## src/rtl/ahb_output_arbiter_param.sv

```systemverilog
// Output-stage arbiter for one AHB matrix slave port: round-robin or fixed priority, burst hold,
// early-INCR anti-lockout and optional hold timeout. Grant changes one HREADYM-qualified edge after request.
module ahb_output_arbiter_param #(
  parameter int NUM_PORTS        = 4,
  parameter int PORT_W           = 2,
  parameter int ARB_MODE         = 0,
  parameter int INCR_HOLD_BEATS  = 4,
  parameter int EARLY_INCR_LIMIT = 1,
  parameter int MAX_HOLD         = 0
) (
  input  logic                 HCLK,
  input  logic                 HRESETn,
  input  logic [NUM_PORTS-1:0] req_port,
  input  logic                 HREADYM,
  input  logic                 HSELM,
  input  logic [1:0]           HTRANSM,
  input  logic [2:0]           HBURSTM,
  input  logic                 HMASTLOCKM,
  output logic [PORT_W-1:0]    addr_in_port,
  output logic                 no_port,
  output logic [NUM_PORTS-1:0] grant_onehot,
  output logic                 burst_hold
);

  localparam logic [1:0] TR_IDLE   = 2'b00;
  localparam logic [1:0] TR_BUSY   = 2'b01;
  localparam logic [1:0] TR_NONSEQ = 2'b10;
  localparam logic [1:0] TR_SEQ    = 2'b11;
  localparam logic [1:0] EARLY_LIM = 2'(EARLY_INCR_LIMIT);
  localparam logic [3:0] INCR_REM  = 4'(INCR_HOLD_BEATS - 2);

  logic [3:0]        remain_q, remain_n;
  logic              hold_q, hold_n, eff_hold, timeout;
  logic [1:0]        early_q, early_inc;
  logic [PORT_W-1:0] grant_q, grant_n;
  logic              no_port_q, no_port_n;
  logic              found;
  int                idx;

  // A NONSEQ while still holding means the previous INCR ended early; that burst counts now.
  always_comb begin
    early_inc = early_q;
    if (hold_q && HTRANSM == TR_NONSEQ && early_q != EARLY_LIM)
      early_inc = early_q + 2'd1;
  end

  always_comb begin
    remain_n = remain_q;
    hold_n   = hold_q;
    if (!HSELM) begin
      remain_n = '0;
      hold_n   = 1'b0;
    end else begin
      case (HTRANSM)
        TR_NONSEQ: begin
          case (HBURSTM)
            3'b110, 3'b111: begin remain_n = 4'd14; hold_n = 1'b1; end
            3'b100, 3'b101: begin remain_n = 4'd6;  hold_n = 1'b1; end
            3'b010, 3'b011: begin remain_n = 4'd2;  hold_n = 1'b1; end
            3'b001: begin
              if (early_inc == EARLY_LIM) begin
                remain_n = '0;
                hold_n   = 1'b0;
              end else begin
                remain_n = INCR_REM;
                hold_n   = 1'b1;
              end
            end
            default: begin remain_n = '0; hold_n = 1'b0; end
          endcase
        end
        TR_SEQ: begin
          if (remain_q == 4'd0) hold_n = 1'b0;
          else                  remain_n = remain_q - 4'd1;
        end
        TR_BUSY: ;
        default: begin remain_n = '0; hold_n = 1'b0; end
      endcase
    end
  end

  generate
    if (MAX_HOLD > 0) begin : g_tmr
      logic [7:0] tmr_q;
      assign timeout = hold_q && (tmr_q == 8'(MAX_HOLD - 1));
      always_ff @(posedge HCLK or negedge HRESETn) begin
        if (!HRESETn)     tmr_q <= '0;
        else if (HREADYM) tmr_q <= (hold_q && !timeout) ? tmr_q + 8'd1 : '0;
      end
    end else begin : g_no_tmr
      assign timeout = 1'b0;
    end
  endgenerate

  assign eff_hold = hold_n && !timeout;

  always_comb begin
    grant_n   = grant_q;
    no_port_n = no_port_q;
    found     = 1'b0;
    idx       = 0;
    if (!(HMASTLOCKM || eff_hold)) begin
      if (no_port_q || ARB_MODE != 0) begin
        for (int i = NUM_PORTS - 1; i >= 0; i--) begin
          if (req_port[i]) begin
            grant_n = PORT_W'(i);
            found   = 1'b1;
          end
        end
      end else begin
        // Descending scan so the last hit is the nearest port after the current one.
        for (int i = NUM_PORTS - 1; i >= 1; i--) begin
          idx = (int'(grant_q) + i) % NUM_PORTS;
          if (req_port[idx]) begin
            grant_n = PORT_W'(idx);
            found   = 1'b1;
          end
        end
      end
      if (found)       no_port_n = 1'b0;
      else if (!HSELM) no_port_n = 1'b1;
    end
  end

  always_ff @(posedge HCLK or negedge HRESETn) begin
    if (!HRESETn) begin
      remain_q  <= '0;
      hold_q    <= 1'b0;
      early_q   <= '0;
      grant_q   <= '0;
      no_port_q <= 1'b1;
    end else if (HREADYM) begin
      remain_q  <= timeout ? 4'd0 : remain_n;
      hold_q    <= eff_hold;
      early_q   <= eff_hold ? early_inc : 2'd0;
      grant_q   <= grant_n;
      no_port_q <= no_port_n;
    end
  end

  assign addr_in_port = grant_q;
  assign no_port      = no_port_q;
  assign burst_hold   = hold_q;
  assign grant_onehot = no_port_q ? '0 : (NUM_PORTS'(1) << grant_q);

endmodule
```

## config.mk

```make
export PLATFORM = sky130hd
export DESIGN_NAME = ahb_output_arbiter_param
export DESIGN_NICKNAME = d
export VERILOG_FILES = /design/src/rtl/ahb_output_arbiter_param.sv
export SDC_FILE = /design/constraint.sdc
export NUM_CORES = 1
export LEC_CHECK = 0
export CORE_MARGIN = 2
export CORE_UTILIZATION = 40
export DETAILED_ROUTE_END_ITERATION = 10
export GPL_TIMING_DRIVEN = 0
export PLACE_DENSITY = 0.8
export SLEW_MARGIN = 20
export SYNTH_ARGS = -nofsm -noshare
export SYNTH_HDL_FRONTEND = slang
export SYNTH_SLANG_ARGS = --single-unit
```

## constraint.sdc

```tcl
create_clock -name HCLK -period 1.9 [get_ports HCLK]
set_clock_uncertainty 0.2 [all_clocks]
set_input_delay 0.19 -clock HCLK [delete_from_list [all_inputs] [get_ports HCLK]]
set_output_delay 0.19 -clock HCLK [all_outputs]
set_load 0.05 [all_outputs]
```

==> qor.yml, run 1 <==
dp_slack_ns: -0.375
synthToLayoutAreaGrowth_pct: 53.0
status: "complete, but fails checks"
dieArea_um2: 2830
place_inst: 153
vias_per_cell: 5.86
drive_above_1_share_pct: 43.4
cp_num_buf_inv: 1
rsz0062_at_grt: "true"
crit_path_end_kind: "flop"
dr.pass1.iters: 4
die_h_um: 53.2
io_pins: 22
failed_checks: "setup timing"
fin_crit_sh_pct: 114
cp_num_cells: 7
critical_path.startpoint_type: "flop"
final.setup.tns_ns: -1.27
power_mw: 1.55
worstSetupPathType: "flop to flop"
p_seq_share_pct: 19.8
ys_ff_latch: 10
grt_overflow: 0
synth_seq_area_share_pct: 26.0
internal_power_uw: 823
num_rows: 17
netlist_instances: 105
slew_violations: 0
final_cells: 173
ys_types: 46
wl_mm: 2.91
die_w_um: 53.2
yosys-top-cells-area: "dfrtp_1 23%, ha_1 9.1%, inv_1 5.4%"
worstPathRequired_ns: 1.87
drc: 0
power.switching_uw: 726
clock_sinks: 10
critPathLaunch: "remain_q[0]"
switching_share_pct: 46.9
synth_ff_type: "dfrtp_1"
cp_slowest_stage_delay_ns: 0.40
r2r_end: "addr_in_port[1]"
place.gp.congestion: 0.819
critPathMaxFanout: 3
numCtsBuffers: 3
netlist_area_um2: 967
hold_viol_final: 0
core_um2: 2250
yosys_warnings: 0
period_minus_slack_ns: 2.17
holdWs_ns: 0.0318
syn_avg_cell_area_um2: 9.21
dpl.hpwl_mm: 1.62
cp_cell_sequence: "inv_2, ha_4, and4bb_2, o21ai_4, o311ai_4, nand2_2, mux2_4"
nNetsFinal: 167
setup_viol: 8
portBuffers: 20
grt_pass1_wl_mm: 4.15
crit_path_top_delay_cell: "dfrtp_1"
rr_worst_depth: 7
worst_pin_slew_ns: 0.497
vias: 1014
vdd_drop_max_v: 0.000554
place_area_um2: 1230
critPathCapture: "addr_in_port[1]"
clk_path_buf_depth: 2
crit_family: "compound AO/OA/AOI/OAI gates"
cp.arrival_ns: 2.14
initial_core_util_pct: 42.9
r2r_start: "remain_q[0]"
final_util_pct: 65.6
slew_headroom_pct: 66.8
dr.first_iter.drc_count: 34
grt_max_degree: 11
maxCapViolCount: 0
n_antenna_cell: 0
fin_area_um2: 1480
grt.total_usage_pct: 20.5
cts-htree-levels: 1
worstSkewPairLatency_ns: 0.28
p_comb_share_pct: 66.8
synth_top_area_cell: "dfrtp_1"
syn-num-nets: 126
antenna_found_initial: 0
synth_edf_count: 0
powerDensity_nw_per_um2: 1050
fmax_mhz: 461
antenna_left: 0
synth.top_cell.area_share_pct: 23.3
hold_class: "input pin to async pin"
rrSetupSlack_ns: -0.27
leakage_nw: 0.690
ys_async_sr_fraction_pct: 100
layout_setup_ws_ns: -0.268
root_buffer: "clkbuf_4"
cts_tree: "yes"
wl_per_cell_um: 16.8
first_global_vias: 937
pwr-share-clk_pct: 13.4
clkTransAtPathRegs_ns: 0.08
-- cell families (layout without fill, tap and decap cells) --
kind of cell    Yosys count  count (layout)  synth area share (%)
fa+ha+maj                 7               7                  9.06
xor+xnor                  1               1                 0.906
buf+inv                  17              57                  8.93
simple gates             35              35                  22.8
mux                       5               5                  8.41
compound gates           30              30                  23.9
flops                    10              10                  26.0
-- layout make-up --
cell class,count,area [um2]
timing repair buffer,36,325
inverter,14,52.6
sequential,10,255
tap,28,35.0
buffer,3,33.8
clock buffer,4,36.3
multi-input combinational,78,742
fill,178,774
-- power groups by stage --
stage,Sequential (mW),Clock (mW),Combinational [mW]
3_3_place_gp,0.312,0,0.892
2_1_floorplan,0.400,0,0.586
5_1_grt,0.317,0.212,1.11
6_report,0.307,0.208,1.03
3_5_place_dp,0.317,0,0.917
4_1_cts,0.304,0.204,0.975
-- registers in the layout, indices dropped and copies added, names as in the netlist --
| signal | flops |
|---|---|
| remain_q | 4 |
| addr_in_port | 2 |
| early_q | 2 |
| burst_hold | 1 |
| no_port | 1 |
-- synthesized netlist by cell type, types with 2 or more instances --
master / count
ha_1: 7
nand2_1: 7
inv_1: 14
mux4_2: 2
nor3_1: 5
nor2_1: 3
nor2b_1: 4
dfrtp_1: 9
o2111ai_1: 2
a21o_1: 3
a211oi_1: 3
o21ai_0: 6
buf_6: 3
nand2b_1: 2
a21oi_1: 4
-- placed cells by master, fill, tap and decap left out, drive strengths merged, types with 2 or more instances in the layout --
| cell | synthesis | routed |
|---|---|---|
| a211oi | 4 | 4 |
| a21o | 3 | 3 |
| a21oi | 4 | 4 |
| and3 | 2 | 2 |
| and4bb | 2 | 2 |
| buf | 3 | 22 |
| clkbuf | 0 | 4 |
| clkdlybuf4s50 | 0 | 12 |
| dfrtp | 9 | 9 |
| dlygate4sd2 | 0 | 3 |
| ha | 7 | 7 |
| inv | 14 | 14 |
| mux2 | 2 | 2 |
| mux4 | 2 | 2 |
| nand2 | 8 | 8 |
| nand2b | 2 | 2 |
| nor2 | 3 | 3 |
| nor2b | 4 | 4 |
| nor3 | 5 | 5 |
| nor4 | 2 | 2 |
| o2111ai | 2 | 2 |
| o21ai | 6 | 6 |
| o311ai | 2 | 2 |
-- routing by layer --
metal	wire length, um	up-vias	track usage, %
met5	0	-	0
met4	51	0	8.55
li1	-	469	-
met1	1240	496	24.1
met2	1460	42	36.7
met3	160	7	3.39
-- worst min-delay path by stage --
stage	start	endpoint	slack (ns)	cells past startpoint
5_1_grt	HRESETn	early_q[1]	0.09	1
2_1_floorplan	HRESETn	addr_in_port[0]	-0.31	0
4_1_cts	HRESETn	early_q[1]	0.05	1
3_3_place_gp	early_q[1]	early_q[1]	0.27	1
3_5_place_dp	early_q[1]	early_q[1]	0.27	1
6_report	HRESETn	early_q[0]	0.03	1
-- repair_timing --
action | CTS | global route
pin swaps | 6 | 8
resized for setup | 27 | 18
endpoints found under the setup margin | 14 | 11
cloned | 0 | 0
buffers inserted | 11 | 5
hold buffers | 0 | 0
No activity file was read; power rests on OpenSTA's default activity.
==> inputs of run 2 (changes only) <==
--- a/config.mk
+++ b/config.mk
@@ -6,10 +6,10 @@
 export NUM_CORES = 1
 export LEC_CHECK = 0
 export CORE_MARGIN = 2
-export CORE_UTILIZATION = 40
+export CORE_UTILIZATION = 44
 export DETAILED_ROUTE_END_ITERATION = 10
 export GPL_TIMING_DRIVEN = 0
-export PLACE_DENSITY = 0.8
+export PLACE_DENSITY = 0.85
 export SLEW_MARGIN = 20
 export SYNTH_ARGS = -nofsm -noshare
 export SYNTH_HDL_FRONTEND = slang
==> run 2 against run 1 <==
  * The flow still finishes with violations (setup timing)
  * Combinational power hardly changed
  * Hold slack better by 0.016 ns
  * Sequential share of layout area about the same
  * Design area about the same
  * Non-clock buffer count increased by 1
  * Worst setup slack improved by 0.032 ns
  * Largest power group unchanged
  * Highest routed layer unchanged
==> qor.yml, run 2 (synthesized netlist as in run 1, its figures left out) <==
failed_checks: "setup timing"
grt_overflow: 0  # unchanged
clkTransAtPathRegs_ns: 0.07  # about the same
die_w_um: 50.9  # -4.3%
critical_path.startpoint_type: "flop"
p_comb_share_pct: 68.1  # +1.3 points
setup_viol: 8  # unchanged
critPathCapture: "addr_in_port[1]"
drc: 0  # unchanged
maxCapViolCount: 0  # unchanged
final_common_cell: "buf_4"
dr.first_iter.drc_count: 40  # +18%
hold_viol_final: 0  # unchanged
internal_power_uw: 824  # +0.14%
wl_mm: 2.94  # +1.2%
hold_class: "input pin to async pin"
drive_above_1_share_pct: 43.8  # +0.39 points
pwr-share-clk_pct: 12.3  # -1.1 points
rsz0062_at_grt: "true"
initial_core_util_pct: 47.8  # +4.9 points
powerDensity_nw_per_um2: 1050  # +0.32%
grt.total_usage_pct: 23.0  # +2.4 points
p_seq_share_pct: 19.6  # -0.2 points
layout_setup_ws_ns: -0.236  # +0.0325 ns
portBuffers: 20  # unchanged
slew_headroom_pct: 66.8  # about the same
period_minus_slack_ns: 2.14  # -0.0325 ns
switching_share_pct: 47.0  # +0.14 points
worstPathRequired_ns: 1.85  # -0.02 ns
worst_pin_slew_ns: 0.498  # +0.000785 ns
worstSetupPathType: "flop to flop"
n_antenna_cell: 0  # unchanged
die_h_um: 50.9  # -4.3%
power.switching_uw: 732  # +0.71%
dr.pass1.iters: 4  # unchanged
vdd_drop_max_v: 0.000729  # +32%
rrSetupSlack_ns: -0.24  # +0.03 ns
critPathLaunch: "remain_q[0]"
dpl.hpwl_mm: 1.73  # +6.3%
holdWs_ns: 0.0473  # +0.0156 ns
antenna_found_initial: 0  # unchanged
grt_max_degree: 11  # unchanged
holdBufCountCts: 0  # unchanged
r2r_start: "remain_q[0]"
critPathMaxFanout: 3  # unchanged
numCtsBuffers: 3  # unchanged
cp.arrival_ns: 2.09  # -0.05 ns
largest-register: "remain_q"
worstSkewPairLatency_ns: 0.27  # about the same
slew_violations: 0  # unchanged
dieArea_um2: 2590  # -8.4%
io_pins: 22  # unchanged
cts_tree: "yes"
clock_sinks: 10  # unchanged
vias_per_cell: 5.96  # +1.7%
final_cell_mix: "14 x buf_4, 12 x clkdlybuf4s50_1, 9 x inv_1"
clk_path_buf_depth: 2  # unchanged
antenna_left: 0  # unchanged
final.setup.tns_ns: -1.15  # +0.119 ns
r2r_end: "addr_in_port[1]"
nNetsFinal: 168  # +0.60%
status: "complete, but fails checks"
root_buffer: "clkbuf_4"
place.gp.congestion: 0.847  # +3.5%
first_global_vias: 1034  # +10%
wl_per_cell_um: 17.0  # +1.2%
fin_crit_sh_pct: 112  # -1.7 points
cts-htree-levels: 1  # unchanged
core_um2: 2020  # -10%
largest_reg_flops: 4  # unchanged
synthToLayoutAreaGrowth_pct: 53.2  # about the same
num_rows: 16  # -1
grt_pass1_wl_mm: 4.44  # +7.0%
fmax_mhz: 468  # +1.5%
leakage_nw: 0.686  # -0.50%
rr_worst_depth: 7  # unchanged
vias: 1031  # +1.7%
crit_path_end_kind: "flop"
run 2: cell types whose count changed in the layout (fill, tap and decap cells not counted), sizes merged:
cell	previous run	this run
clkdlybuf4s15	1	0
clkbuf	4	5
buf	22	23
run 2: final cells by class:
| class | instances | area (um2) |
|---|---|---|
| Buffer | 3 | 33.8 |
| Clock buffer | 4 | 36.3 |
| Fill cell | 128 | 541 |
| Inverter | 14 | 55.1 |
| Multi-Input combinational cell | 78 | 747 |
| Sequential cell | 10 | 255 |
| Tap cell | 27 | 33.8 |
| Timing Repair Buffer | 37 | 320 |
run 2: critical path, stage by stage, from the launching register on:
cell      delay [ns]
dfrtp_1         0.42
inv_2           0.10
ha_4            0.14
and4bb_2        0.28
o21ai_4         0.07
o311ai_4        0.36
nand2_2         0.14
mux2_4          0.31
run 2: repair_timing:
action,in CTS,in global routing
cloned,0,0
setup endpoints to repair,14,12
resized for setup,34,16
setup buffers,12,5
pin swaps,5,4
run 2: per-stage QoR:
step / cells / util (%) / instance area (um2) / total power, mW / setup WS [ns]
after global placement: 152 / 61.0 / 1230 / 1.20 / -0.332
after detailed placement: 152 / 61.0 / 1230 / 1.24 / -0.354
after floorplan: 105 / - / 998 / 0.987 / -0.296
final: 173 / 73.3 / 1480 / 1.56 / -0.236
after global routing: 173 / 73.3 / 1480 / 1.65 / -0.305
after CTS: 168 / 68.8 / 1390 / 1.47 / -0.139
run 2: how the worst min path moves through the flow:
stage / end
after floorplan: addr_in_port[0]
after CTS: early_q[0]
final: early_q[0]
after detailed placement: early_q[1]
after global routing: early_q[0]
after global placement: early_q[1]
run 2: power by group through the flow:
stage / logic (mW) / registers [mW] / clock network, mW
2_1_floorplan: 0.586 / 0.400 / 0
3_3_place_gp: 0.891 / 0.312 / 0
3_5_place_dp: 0.923 / 0.315 / 0
4_1_cts: 0.959 / 0.303 / 0.203
5_1_grt: 1.13 / 0.312 / 0.206
6_report: 1.06 / 0.306 / 0.191
run 2: metal layers:
layer / up-vias / share of wire [%] / global-route usage [%]
met5: - / 0 / 0
met4: 0 / 2.1 / 7.66
met3: 10 / 5.8 / 4.68
met2: 51 / 54 / 44.3
met1: 502 / 38 / 24.7
li1: 468 / - / -
==> inputs of run 3 (changes only) <==
--- a/config.mk
+++ b/config.mk
@@ -9,6 +9,7 @@
 export CORE_UTILIZATION = 44
 export DETAILED_ROUTE_END_ITERATION = 10
 export GPL_TIMING_DRIVEN = 0
+export HOLD_SLACK_MARGIN = 0.08
 export PLACE_DENSITY = 0.85
 export SLEW_MARGIN = 20
 export SYNTH_ARGS = -nofsm -noshare
==> run 3 against run 2 <==
  * The flow still finishes with violations (setup timing)
  * Largest power group unchanged
  * Global-route usage decreased by 0.25 points
  * Cell count rose by 0.58%
  * Worst setup slack worse by 0.0043 ns
  * Clock-buffer cell count unchanged
  * First-iteration DRC count up 30%
  * Hold slack improved by 0.076 ns
  * Register-to-register slack is essentially flat
  * Critical path depth stayed put
==> qor.yml, run 3 (synthesized netlist as in run 1, its figures left out) <==
dpl.hpwl_mm: 1.73  # unchanged
hold_class: "input pin to flop"
layout_setup_ws_ns: -0.240  # -0.00428 ns
antenna_left: 0  # unchanged
vias_per_cell: 6.13  # +2.8%
cp.arrival_ns: 2.10  # about the same
worstPathRequired_ns: 1.86  # about the same
hold_start: "HTRANSM[0]"
slew_violations: 0  # unchanged
setup_viol: 7  # -1
dr.pass1.iters: 4  # unchanged
cts-htree-levels: 1  # unchanged
r2r_start: "remain_q[0]"
synthToLayoutAreaGrowth_pct: 53.6
worstSkewPairLatency_ns: 0.27  # about the same
grt_pass1_wl_mm: 4.41  # -0.61%
holdPathEnd: "remain_q[2]"
grt.total_usage_pct: 22.7  # -0.25 points
rr_worst_depth: 7  # unchanged
dr.first_iter.drc_count: 52  # +30%
worstSetupPathType: "flop to flop"
initial_core_util_pct: 47.8  # unchanged
crit_path_end_kind: "flop"
die_h_um: 50.9  # unchanged
largest-register: "remain_q"
place.gp.congestion: 0.847  # unchanged
wl_per_cell_um: 16.9  # -0.34%
maxCapViolCount: 0  # unchanged
vias: 1066  # +3.4%
nNetsFinal: 169  # +0.60%
failed_checks: "setup timing"
fin_crit_sh_pct: 113  # +0.23 points
n_antenna_cell: 0  # unchanged
critical_path.startpoint_type: "flop"
met3WireLength_um: 215  # +25%
p_seq_share_pct: 19.6  # about the same
clk_path_buf_depth: 2  # unchanged
routed-wl-met2_mm: 1.56  # -1.5%
dp_slack_ns: -0.354  # unchanged
powerDensity_nw_per_um2: 1050  # about the same
num_rows: 16  # unchanged
vdd_drop_max_v: 0.000756  # +3.7%
whs_path_depth: 3
rsz0062_at_grt: "true"
hold_viol_final: 0  # unchanged
clkTransAtPathRegs_ns: 0.06  # about the same
critPathMaxFanout: 3  # unchanged
clock_sinks: 10  # unchanged
leakage_nw: 0.686  # about the same
cts_tree: "yes"
portBuffers: 20  # unchanged
period_minus_slack_ns: 2.14  # +0.00428 ns
r2r_end: "addr_in_port[1]"
final_cell_mix: "14 x buf_4, 12 x clkdlybuf4s50_1, 9 x inv_1"
io_pins: 22  # unchanged
p_comb_share_pct: 68.0  # about the same
largest_reg_flops: 4  # unchanged
dieArea_um2: 2590  # unchanged
root_buffer: "clkbuf_4"
wl_mm: 2.95  # +0.24%
first_global_vias: 1046  # +1.2%
switching_share_pct: 47.3  # +0.29 points
drc: 0  # unchanged
holdWs_ns: 0.124  # +0.0765 ns
grt_overflow: 0  # unchanged
numCtsBuffers: 3  # unchanged
slew_headroom_pct: 66.8  # about the same
final_common_cell: "buf_4"
die_w_um: 50.9  # unchanged
worst_pin_slew_ns: 0.498  # +0.00000930 ns
rrSetupSlack_ns: -0.24  # about the same
status: "complete, but fails checks"
pwr-share-clk_pct: 12.4  # about the same
antenna_found_initial: 0  # unchanged
m1WireLength_mm: 1.04  # -6.8%
power_mw: 1.56  # +0.20%
drive_above_1_share_pct: 42.2  # -1.7 points
core_um2: 2020  # unchanged
fmax_mhz: 467  # -0.20%
power.switching_uw: 738  # +0.83%
top_layer_used: "met4"
grt_max_degree: 11  # unchanged
internal_power_uw: 821  # -0.36%
==> run 3: cell count changes in the layout (fill, tap and decap cells not counted), sizes merged <==
cell,delta
dlygate4sd3,+2
buf,-1
==> run 3: critical path, cell delays in order (launching register included) <==
cell      delay [ns]
dfrtp_1         0.42
inv_2           0.10
ha_4            0.14
and4bb_2        0.28
o21ai_4         0.07
o311ai_4        0.37
nand2_2         0.14
mux2_4          0.31
==> run 3: power groups by stage <==
stage / combinational, mW / clock (mW) / sequential (mW)
5_1_grt: 1.12 / 0.207 / 0.313
4_1_cts: 0.962 / 0.203 / 0.303
6_report: 1.06 / 0.194 / 0.306
3_5_place_dp: 0.923 / 0 / 0.315
3_3_place_gp: 0.891 / 0 / 0.312
2_1_floorplan: 0.586 / 0 / 0.400
==> run 3: worst max path at each step <==
stage | slack [ns] | from | cells past startpoint | endpoint
global placement | -0.33 | HTRANSM[1] | 6 | addr_in_port[1]
CTS | -0.14 | addr_in_port[0] | 8 | addr_in_port[0]
global route | -0.30 | remain_q[0] | 7 | addr_in_port[1]
detailed placement | -0.35 | HTRANSM[1] | 6 | addr_in_port[0]
finish | -0.24 | remain_q[0] | 7 | addr_in_port[1]
floorplan | -0.30 | addr_in_port[0] | 6 | addr_in_port[1]
==> run 3: final cells by class <==
| cell class | instances | area (um2) |
|---|---|---|
| Multi-Input combinational cell | 78 | 742 |
| Fill cell | 123 | 537 |
| Timing Repair Buffer | 38 | 329 |
| Sequential cell | 10 | 255 |
| Inverter | 14 | 55.1 |
| Clock buffer | 4 | 36.3 |
| Buffer | 3 | 33.8 |
| Tap cell | 27 | 33.8 |
==> run 3: through the flow <==
stage / std cells / area, um2 / setup TNS [ns] / util (%)
finish: 174 / 1490 / -1.03 / 73.5
global route: 174 / 1490 / -1.46 / 73.5
CTS: 170 / 1410 / -0.387 / 69.7
detailed placement: 152 / 1230 / -2.14 / 61.0
global placement: 152 / 1230 / -1.85 / 61.0
floorplan: 105 / 998 / -0.689 / -
==> run 3: timing repair <==
item,CTS,global route
gates resized for setup,34,13
hold buffers,2,0
setup endpoints to repair,14,12
endpoints found under the hold margin,10,0
pin swaps,5,4
setup buffers,12,4
==> run 3: layer usage <==
layer  up-vias  track usage (%)
met3        18             4.39
met1       510             24.3
met5         -                0
met2        71             45.0
li1        467                -
met4         0             5.86
